$ cat config.mk
export PLATFORM = sky130hd
export DESIGN_NAME = gon_sched_ctrl
export DESIGN_NICKNAME = d
export VERILOG_FILES = /design/src/rtl/gon_sched_ctrl.sv
export SDC_FILE = /design/constraint.sdc
export NUM_CORES = 1
export LEC_CHECK = 0
export BUFFER_PORTS_ARGS = -buffer_cell sky130_fd_sc_hd__buf_4
export CORE_AREA = 3 3 81 121
export DETAILED_ROUTE_END_ITERATION = 12
export DIE_AREA = 0 0 84 124
export GPL_TIMING_DRIVEN = 0
export PLACE_DENSITY = 0.69
export SKIP_CTS_REPAIR_TIMING = 1
export SLEW_MARGIN = 30
export SYNTH_ARGS = -nofsm -noshare
export SYNTH_HDL_FRONTEND = slang
export SYNTH_SLANG_ARGS = --single-unit
$ cat constraint.sdc
create_clock -name clk -period 5.06 [get_ports clk]
set_input_delay 0.759 -clock clk [delete_from_list [all_inputs] [get_ports clk]]
set_output_delay 0.759 -clock clk [all_outputs]
set_load 0.02 [all_outputs]
$ cat src/rtl/gon_sched_ctrl.sv
// GON sequencer: scan-loads the row/ID chains, then walks the (row, col) window and streams opsums out.
// Optional watchdog with timeout_err port: define GON_SCHED_TIMEOUT_EN.
module gon_sched_ctrl #(
    parameter int unsigned XBUS_NUMS = 12,
    parameter int unsigned PE_NUMS   = 14,
    parameter int unsigned ID_LEN    = 5,
    parameter int unsigned ROW_LEN   = 4,
    parameter int unsigned VALUE_LEN = 32
) (
    input  logic                 clk,
    input  logic                 rst,
    input  logic                 start,
    input  logic                 skip_cfg,
    input  logic [ROW_LEN-1:0]   num_rows,
    input  logic [ID_LEN-1:0]    num_cols,
    output logic                 set_row,
    output logic [ROW_LEN-1:0]   row_scan_in,
    output logic                 set_id,
    output logic [ID_LEN-1:0]    id_scan_in,
    output logic                 gon_ready,
    output logic [ROW_LEN-1:0]   row_tag,
    output logic [ID_LEN-1:0]    col_tag,
    input  logic                 gon_enable,
    input  logic [VALUE_LEN-1:0] gon_value,
    output logic                 out_valid,
    input  logic                 out_ready,
    output logic [VALUE_LEN-1:0] out_data,
    output logic [ROW_LEN-1:0]   out_row,
    output logic [ID_LEN-1:0]    out_col,
    output logic                 busy,
`ifdef GON_SCHED_TIMEOUT_EN
    output logic                 timeout_err,
`endif
    output logic                 done
);

    localparam logic [ROW_LEN-1:0] ROW_MAX = ROW_LEN'(XBUS_NUMS - 1);
    localparam logic [ID_LEN-1:0]  COL_MAX = ID_LEN'(PE_NUMS - 1);

    typedef enum logic [2:0] {
        S_IDLE, S_SCAN_ROW, S_SCAN_ID, S_SETTLE, S_REQ, S_WAIT_OUT, S_FIN
    } state_t;

    state_t               state_q, state_d;
    logic [ROW_LEN-1:0]   scan_bus_q, scan_bus_d;
    logic [ID_LEN-1:0]    scan_pe_q, scan_pe_d;
    logic [ROW_LEN-1:0]   last_row_q, last_row_d;
    logic [ID_LEN-1:0]    last_col_q, last_col_d;
    logic                 set_row_d, set_id_d, gon_ready_d, out_valid_d, busy_d, done_d;
    logic [ROW_LEN-1:0]   row_scan_in_d, row_tag_d, out_row_d;
    logic [ID_LEN-1:0]    id_scan_in_d, col_tag_d, out_col_d;
    logic [VALUE_LEN-1:0] out_data_d, cap_data;
    logic                 capture;

`ifdef GON_SCHED_TIMEOUT_EN
    localparam int unsigned WD_LEN = 10;
    localparam logic [WD_LEN-1:0] WD_MAX = '1;
    logic [WD_LEN-1:0] wd_q, wd_d;
    logic              timeout_err_d;
`endif

    // Next-state and next-output logic
    always_comb begin
        state_d     = state_q;
        scan_bus_d  = scan_bus_q;
        scan_pe_d   = scan_pe_q;
        last_row_d  = last_row_q;
        last_col_d  = last_col_q;
        row_tag_d   = row_tag;
        col_tag_d   = col_tag;
        out_valid_d = out_valid;
        out_data_d  = out_data;
        out_row_d   = out_row;
        out_col_d   = out_col;
        gon_ready_d = 1'b0;
        done_d      = 1'b0;
        capture     = 1'b0;
        cap_data    = gon_value;
`ifdef GON_SCHED_TIMEOUT_EN
        wd_d          = wd_q;
        timeout_err_d = timeout_err;
`endif
        case (state_q)
            S_IDLE: begin
                if (start) begin
                    if (num_rows == '0)                          last_row_d = '0;
                    else if (num_rows >= ROW_LEN'(XBUS_NUMS))    last_row_d = ROW_MAX;
                    else                                         last_row_d = num_rows - ROW_LEN'(1);
                    if (num_cols == '0)                          last_col_d = '0;
                    else if (num_cols >= ID_LEN'(PE_NUMS))       last_col_d = COL_MAX;
                    else                                         last_col_d = num_cols - ID_LEN'(1);
                    scan_bus_d  = '0;
                    scan_pe_d   = '0;
                    row_tag_d   = '0;
                    col_tag_d   = '0;
                    out_valid_d = 1'b0;
`ifdef GON_SCHED_TIMEOUT_EN
                    wd_d          = '0;
                    timeout_err_d = 1'b0;
`endif
                    state_d = skip_cfg ? S_REQ : S_SCAN_ROW;
                end
            end
            S_SCAN_ROW: begin
                if (scan_bus_q == ROW_MAX) begin
                    scan_bus_d = '0;
                    scan_pe_d  = '0;
                    state_d    = S_SCAN_ID;
                end else begin
                    scan_bus_d = scan_bus_q + ROW_LEN'(1);
                end
            end
            S_SCAN_ID: begin
                if (scan_pe_q == COL_MAX) begin
                    scan_pe_d = '0;
                    if (scan_bus_q == ROW_MAX) begin
                        scan_bus_d = '0;
                        state_d    = S_SETTLE;
                    end else begin
                        scan_bus_d = scan_bus_q + ROW_LEN'(1);
                    end
                end else begin
                    scan_pe_d = scan_pe_q + ID_LEN'(1);
                end
            end
            S_SETTLE: begin
                if (scan_pe_q == ID_LEN'(1)) begin
                    scan_pe_d = '0;
                    state_d   = S_REQ;
                end else begin
                    scan_pe_d = scan_pe_q + ID_LEN'(1);
                end
            end
            S_REQ: begin
                // A value is only taken once the request is actually on the wire
                gon_ready_d = 1'b1;
                if (gon_ready && gon_enable) capture = 1'b1;
`ifdef GON_SCHED_TIMEOUT_EN
                else if (gon_ready) begin
                    if (wd_q == WD_MAX) begin
                        capture       = 1'b1;
                        cap_data      = VALUE_LEN'(32'hDEAD_BEEF);
                        timeout_err_d = 1'b1;
                    end else begin
                        wd_d = wd_q + WD_LEN'(1);
                    end
                end
                if (capture) wd_d = '0;
`endif
                if (capture) begin
                    gon_ready_d = 1'b0;
                    out_valid_d = 1'b1;
                    out_data_d  = cap_data;
                    out_row_d   = row_tag;
                    out_col_d   = col_tag;
                    if (row_tag == last_row_q && col_tag == last_col_q) begin
                        row_tag_d = '0;
                        col_tag_d = '0;
                        state_d   = S_FIN;
                    end else begin
                        if (col_tag == last_col_q) begin
                            col_tag_d = '0;
                            row_tag_d = row_tag + ROW_LEN'(1);
                        end else begin
                            col_tag_d = col_tag + ID_LEN'(1);
                        end
                        state_d = S_WAIT_OUT;
                    end
                end
            end
            S_WAIT_OUT: begin
                if (out_valid && out_ready) begin
                    out_valid_d = 1'b0;
                    state_d     = S_REQ;
                end
            end
            S_FIN: begin
                if (out_valid && out_ready) begin
                    out_valid_d = 1'b0;
                    done_d      = 1'b1;
                    state_d     = S_IDLE;
                end
            end
            default: state_d = S_IDLE;
        endcase

        set_row_d     = (state_d == S_SCAN_ROW);
        row_scan_in_d = set_row_d ? ROW_MAX - scan_bus_d : '0;
        set_id_d      = (state_d == S_SCAN_ID);
        id_scan_in_d  = set_id_d ? COL_MAX - scan_pe_d : '0;
        busy_d        = (state_d != S_IDLE);
    end

    // State and output registers
    always_ff @(posedge clk or negedge rst) begin
        if (!rst) begin
            state_q     <= S_IDLE;
            scan_bus_q  <= '0;
            scan_pe_q   <= '0;
            last_row_q  <= '0;
            last_col_q  <= '0;
            set_row     <= 1'b0;
            row_scan_in <= '0;
            set_id      <= 1'b0;
            id_scan_in  <= '0;
            gon_ready   <= 1'b0;
            row_tag     <= '0;
            col_tag     <= '0;
            out_valid   <= 1'b0;
            out_data    <= '0;
            out_row     <= '0;
            out_col     <= '0;
            busy        <= 1'b0;
            done        <= 1'b0;
`ifdef GON_SCHED_TIMEOUT_EN
            wd_q        <= '0;
            timeout_err <= 1'b0;
`endif
        end else begin
            state_q     <= state_d;
            scan_bus_q  <= scan_bus_d;
            scan_pe_q   <= scan_pe_d;
            last_row_q  <= last_row_d;
            last_col_q  <= last_col_d;
            set_row     <= set_row_d;
            row_scan_in <= row_scan_in_d;
            set_id      <= set_id_d;
            id_scan_in  <= id_scan_in_d;
            gon_ready   <= gon_ready_d;
            row_tag     <= row_tag_d;
            col_tag     <= col_tag_d;
            out_valid   <= out_valid_d;
            out_data    <= out_data_d;
            out_row     <= out_row_d;
            out_col     <= out_col_d;
            busy        <= busy_d;
            done        <= done_d;
`ifdef GON_SCHED_TIMEOUT_EN
            wd_q        <= wd_d;
            timeout_err <= timeout_err_d;
`endif
        end
    end

endmodule

== Word-level counts from Yosys, hierarchy flattened ==
Index checks and enable logic that the tools add are counted.
Word-level totals
  register bits: 86
  input port bits: 47
  word-level logic and storage cells: 106
Cells by class
  $add $sub $neg: 8
  $lt $le $gt $ge: 2
  equal/unequal tests: 17
  muxes and demuxes: 46
  reduce and logical (&&, ||, !) cells: 15
Operators with widths (count)
  $mux W5: 11
  $mux W4: 10
  $mux W3: 9
  $pmux W3 S7: 1
  $pmux W5 S4: 1
  $pmux W4 S3: 1
  $add A5 B1 Y5 const B: 2
  $pmux W5 S2: 1
  $eq A3 B2 Y1 const B: 3
  $eq A3 B3 Y1 const B: 3
  $mux W1: 9
  $add A4 B1 Y4 const B: 2
  $pmux W4 S2: 1
  $reduce_and A4 Y1: 2
  $eq A3 B1 Y1 const B: 2
  $reduce_bool A3 Y1: 2
  $eq A5 B1 Y1 const B: 1
  $eq A5 B4 Y1 const B: 1
  $eq A5 B5 Y1: 1
  $ge A5 B4 Y1 const B: 1
  $logic_not A5 Y1: 1
  $sub A4 B5 Y5 const A: 1
  $sub A5 B1 Y5 const B: 1
  $eq A4 B4 Y1: 1
  16 further kinds: 20

== Longest topological paths before layout ==
  word-level depth: 7
  gate-level depth with buffers: 9
  mapped depth without buffers: 9

== Worst setup path after synthesis ==
OpenSTA, ideal clock, no wires.
  kind: in2reg
  start: input start
  end: register id_scan_in[4]
  setup time: 0.126 ns
  arrival time: 1.937 ns
  required time: 4.934 ns
  setup slack: 2.997 ns
  stages: 7
  buffers on the path: 1
  cell sequence: or4b_1 > buf_2 > o22a_1 > o311a_1 > nor2b_1 > nand2_1 > nor3b_1
On the way
  word-level cells in the longest chain between the ends: 4
  elaborated cells between the ends (all ways): 7
  classes of those cells: add/sub (1); eq/ne (1); mux (5)
Ends and longest elaborated chain
  start, declared: RTL line 12  | input logic start,
  $mux W5 / $mux W3 (equally long branches): RTL line 85  | if (start) begin
  $pmux W5 S4 / $pmux W3 S7 (equally long branches): RTL line 83  | case (state_q)
  $sub A4 B5 Y5 / $eq A3 B2 Y1 (equally long branches): RTL line 190, 189
  $mux W5 *: RTL line 190  | id_scan_in_d = set_id_d ? COL_MAX - scan_pe_d : '0;
  named net id_scan_in_d[4]: RTL line 51  | logic [ID_LEN-1:0] id_scan_in_d, col_tag_d, out_col_d;
  end signal, assigned: RTL line 228  | id_scan_in <= id_scan_in_d;
  end, declared: RTL line 19  | output logic [ID_LEN-1:0] id_scan_in,
The timed path passes the listed nets; every way through them passes the cells marked *.
A chain may end at the register's enable or synchronous reset.

== Final worst setup path ==
  start: register scan_pe_q[1]
  end: register row_scan_in[3]
On the way
  word-level cells in the longest chain between the ends: 5
  elaborated cells between the ends (all ways): 10
  classes of those cells: add/sub (1); eq/ne (3); mux (6)
Ends and longest elaborated chain
  start, declared: RTL line 46  | logic [ID_LEN-1:0] scan_pe_q, scan_pe_d;
  start signal, assigned: RTL line 222  | scan_pe_q <= scan_pe_d;
  $eq A5 B4 Y1: RTL line 114  | if (scan_pe_q == COL_MAX) begin
  $mux W4: RTL line 114
  $pmux W4 S3: RTL line 83
  named net scan_bus_d[3]: RTL line 45  | logic [ROW_LEN-1:0] scan_bus_q, scan_bus_d;
  $sub A4 B4 Y4: RTL line 188  | row_scan_in_d = set_row_d ? ROW_MAX - scan_bus_d : '0;
  $mux W4: RTL line 188
  named net row_scan_in_d[3]: RTL line 50  | logic [ROW_LEN-1:0] row_scan_in_d, row_tag_d, out_row_d;
  end signal, assigned: RTL line 226  | row_scan_in <= row_scan_in_d;
  end, declared: RTL line 17  | output logic [ROW_LEN-1:0] row_scan_in,
The timed path passes the listed nets, and every way through them passes these cells.

==> impl_metrics.ini <==
[status]
status = finished, final reports clean

[global_routing]
first_global_vias = 2937
busiest_layer = met2
grt_pass1_wl_um = 14400
grt_max_degree = 87
grt_use_total_pct = 17.7
grt.met2_usage_pct = 33.7
use_met3_pct = 2.78
antenna_found_initial = 0
overflow = 0
use_met1_pct = 19.0

[placed_design]
placed_cells = 559
dp_hpwl_um = 6710
gp_congestion = 0.833
io_buffers = 111

[final_layout]
final_nets = 516
antennaDiodeCount = 0
layoutNonFillerInstCount = 574
utilization_pct = 58.2
drive_gt1_share_pct = 35.8
syn_to_final_growth_pct = 31.9
final.fill_count = 807

[routing]
ant_nets = 0
via_count = 2995
drtPass1Iterations = 4
viasPerCell = 5.22
routed_wl_um = 8820
wl_per_cell_um = 15.4
drt-initial-drc-count = 117
drc = 0

[sta]
slew_viol_final = 0
fmax_ghz = 0.465
setup_viol = 0
post-route-min-period_ns = 2.15
slew_headroom_pct = 50.1
skew_ns = 0.00801
hold_violations = 0
finalCritPeriodShare_pct = 42.5
worstMarginPinSlew_ns = 0.749
rsz0062_at_grt = no
fin_tns_setup_ns = 0

[clocking]
cts.sinks = 86
numCtsBuffers = 9
htree_levels = 3
cts_root_buf = clkbuf_16
clk_latency_ns = 0.34
clk_pin_slew_worst_paths_ns = 0.06
cts.path.max_buffers = 2
cts_tree = yes

[synthesis]
seq_area_frac_synth_pct = 54.9
synth_fp_nets = 394
synth_cell_type_count = 52
async_reset_ff_share_pct = 100
ys.flop_type = dfrtp_1
syn_avg_cell_area_um2 = 11.6
synth_warnings = 0
synth_edf_count = 0
synthesis.instances = 338
synth-seq-cells = 86
synth_area_mm2 = 0.00392

[critical_path]
critPathMaxFanout = 6
critical_path_class = register to register
crit_path_end_kind = register
cp.arrival_ns = 2.37
critPathLaunchType = register
required_ns = 5.28

[pwr]
power_leakage_nw = 2.62
total_power_w = 0.00270
p_per_area_mw_per_mm2 = 522
ir_worst_vdd_v = 0.000263

[floorplan]
die_y_um = 124
ios = 112
rows = 42
core-area_mm2 = 0.00888
die_area_mm2 = 0.0104
die_w_um = 84
initial_core_util_pct = 44.1

[worst_hold_path]
hold_class = primary input to async pin

[flow_run]
cap_violations = 0
## path summary, 6_finish.rpt
| check | startpoint | endpoint | slack, ns | depth (start not counted) |
|---|---|---|---|---|
| min | rst | id_scan_in[3] | 0.48 | 1 |
| min reg2reg | out_row[2] | out_row[2] | 0.49 | 2 |
| min in group clk | out_row[2] | out_row[2] | 0.49 | 2 |
| max reg2reg | scan_pe_q[1] | row_scan_in[3] | 2.91 | 8 |
| max in group asynchronous | rst | out_row[3] | 4.08 | 1 |
| max | scan_pe_q[1] | row_scan_in[3] | 2.91 | 8 |
## kinds of logic after synthesis
kind of cell	synth area share (%)
fa+ha+maj	2.87
buf+inv	3.13
flops	54.9
compound gates	10.2
xor+xnor	3.80
simple gates	13.3
mux	11.8
## per-stage QoR
stage	instance area [µm²]	setup WS, ns	hold slack (ns)
detailed placement	4890	2.67	0.483
CTS	5170	2.88	0.497
finish	5170	2.91	0.477
floorplan	3920	3.00	0.463
global placement	4890	2.68	0.467
global route	5170	2.71	0.511
## layout make-up
type | instances | area (µm²) | area share [%]
Buffer | 14 | 70.1 | 1.36
Clock buffer | 12 | 256 | 4.96
Clock inverter | 3 | 20.0 | 0.387
Inverter | 14 | 52.6 | 1.02
Multi-Input combinational cell | 224 | 1640 | 31.8
Sequential cell | 86 | 2150 | 41.6
Tap cell | 110 | 138 | 2.66
Timing Repair Buffer | 111 | 837 | 16.2
## state kept, by name, indices dropped and copies added (netlist names), 3 cells and up
name	flops
out_data	32
col_tag	5
id_scan_in	5
last_col_q	5
out_col	5
scan_pe_q	5
last_row_q	4
out_row	4
row_scan_in	4
row_tag	4
scan_bus_q	4
state_q	3
## synthesized netlist by cell type, types with 2 or more instances
cell type / instances / area (µm²)
o21ai_0: 13 / 65.1
a21o_1: 5 / 37.5
and3_1: 2 / 12.5
inv_1: 13 / 48.8
o211ai_1: 2 / 15.0
a211oi_1: 5 / 37.5
a21oi_1: 8 / 40.0
and2_1: 2 / 12.5
nand2b_1: 2 / 12.5
mux2_2: 24 / 270
a32oi_1: 3 / 26.3
nand3_1: 12 / 60.1
nand3b_1: 2 / 15.0
nor2b_1: 10 / 62.6
buf_2: 11 / 55.1
a211o_1: 2 / 17.5
clkbuf_1: 2 / 7.51
nor2_1: 18 / 67.6
mux2_1: 17 / 191
nand2_1: 25 / 93.8
nand4_1: 6 / 37.5
a22o_1: 2 / 17.5
xnor2_1: 10 / 87.6
xor2_1: 7 / 61.3
o22ai_1: 2 / 12.5
dfrtp_1: 86 / 2150
a221o_1: 2 / 20.0
nor3b_1: 3 / 22.5
nor3_1: 8 / 40.0
o21ai_1: 4 / 20.0
ha_1: 9 / 113
## layer usage
metal / vias to the layer above / wire (µm)
li1: 1443 / -
met1: 1463 / 3250
met2: 75 / 5020
met3: 14 / 368
met4: 0 / 183
met5: - / 0
## where the power goes
| group | switching, W | total, W | internal (W) |
|---|---|---|---|
| registers | 0.000149 | 0.00105 | 0.000902 |
| clock network | 0.000251 | 0.000607 | 0.000356 |
| logic | 0.000560 | 0.00104 | 0.000479 |
## critical path, cell delays in order (launching register included)
cell and delay, ns:
dfrtp_1 0.41, inv_1 0.07, ha_1 0.14, nor2b_1 0.17, nand4_1 0.26, a2111oi_0 0.54
a221o_1 0.22, xor2_1 0.17, nor2_1 0.05
## cells in the final DEF (no fill, tap or decap), types with 3 or more instances in the layout
master	netlist	routed
buf_4	1	111
a211oi_1	5	5
clkbuf_1	2	3
o21ai_0	13	13
nor3b_1	3	3
nor2b_1	10	10
inv_1	13	13
a21o_1	5	5
xor2_1	7	7
dfrtp_1	86	86
a32oi_1	3	3
mux2_1	17	17
nand2_1	25	25
clkbuf_16	0	9
ha_1	9	9
xnor2_1	10	10
a21oi_1	8	8
nand4_1	6	6
o21ai_1	4	4
nor2_1	18	18
nor3_1	8	8
buf_2	11	11
nand3_1	12	12
mux2_2	24	24
Power figures use the tool's default switching activity.
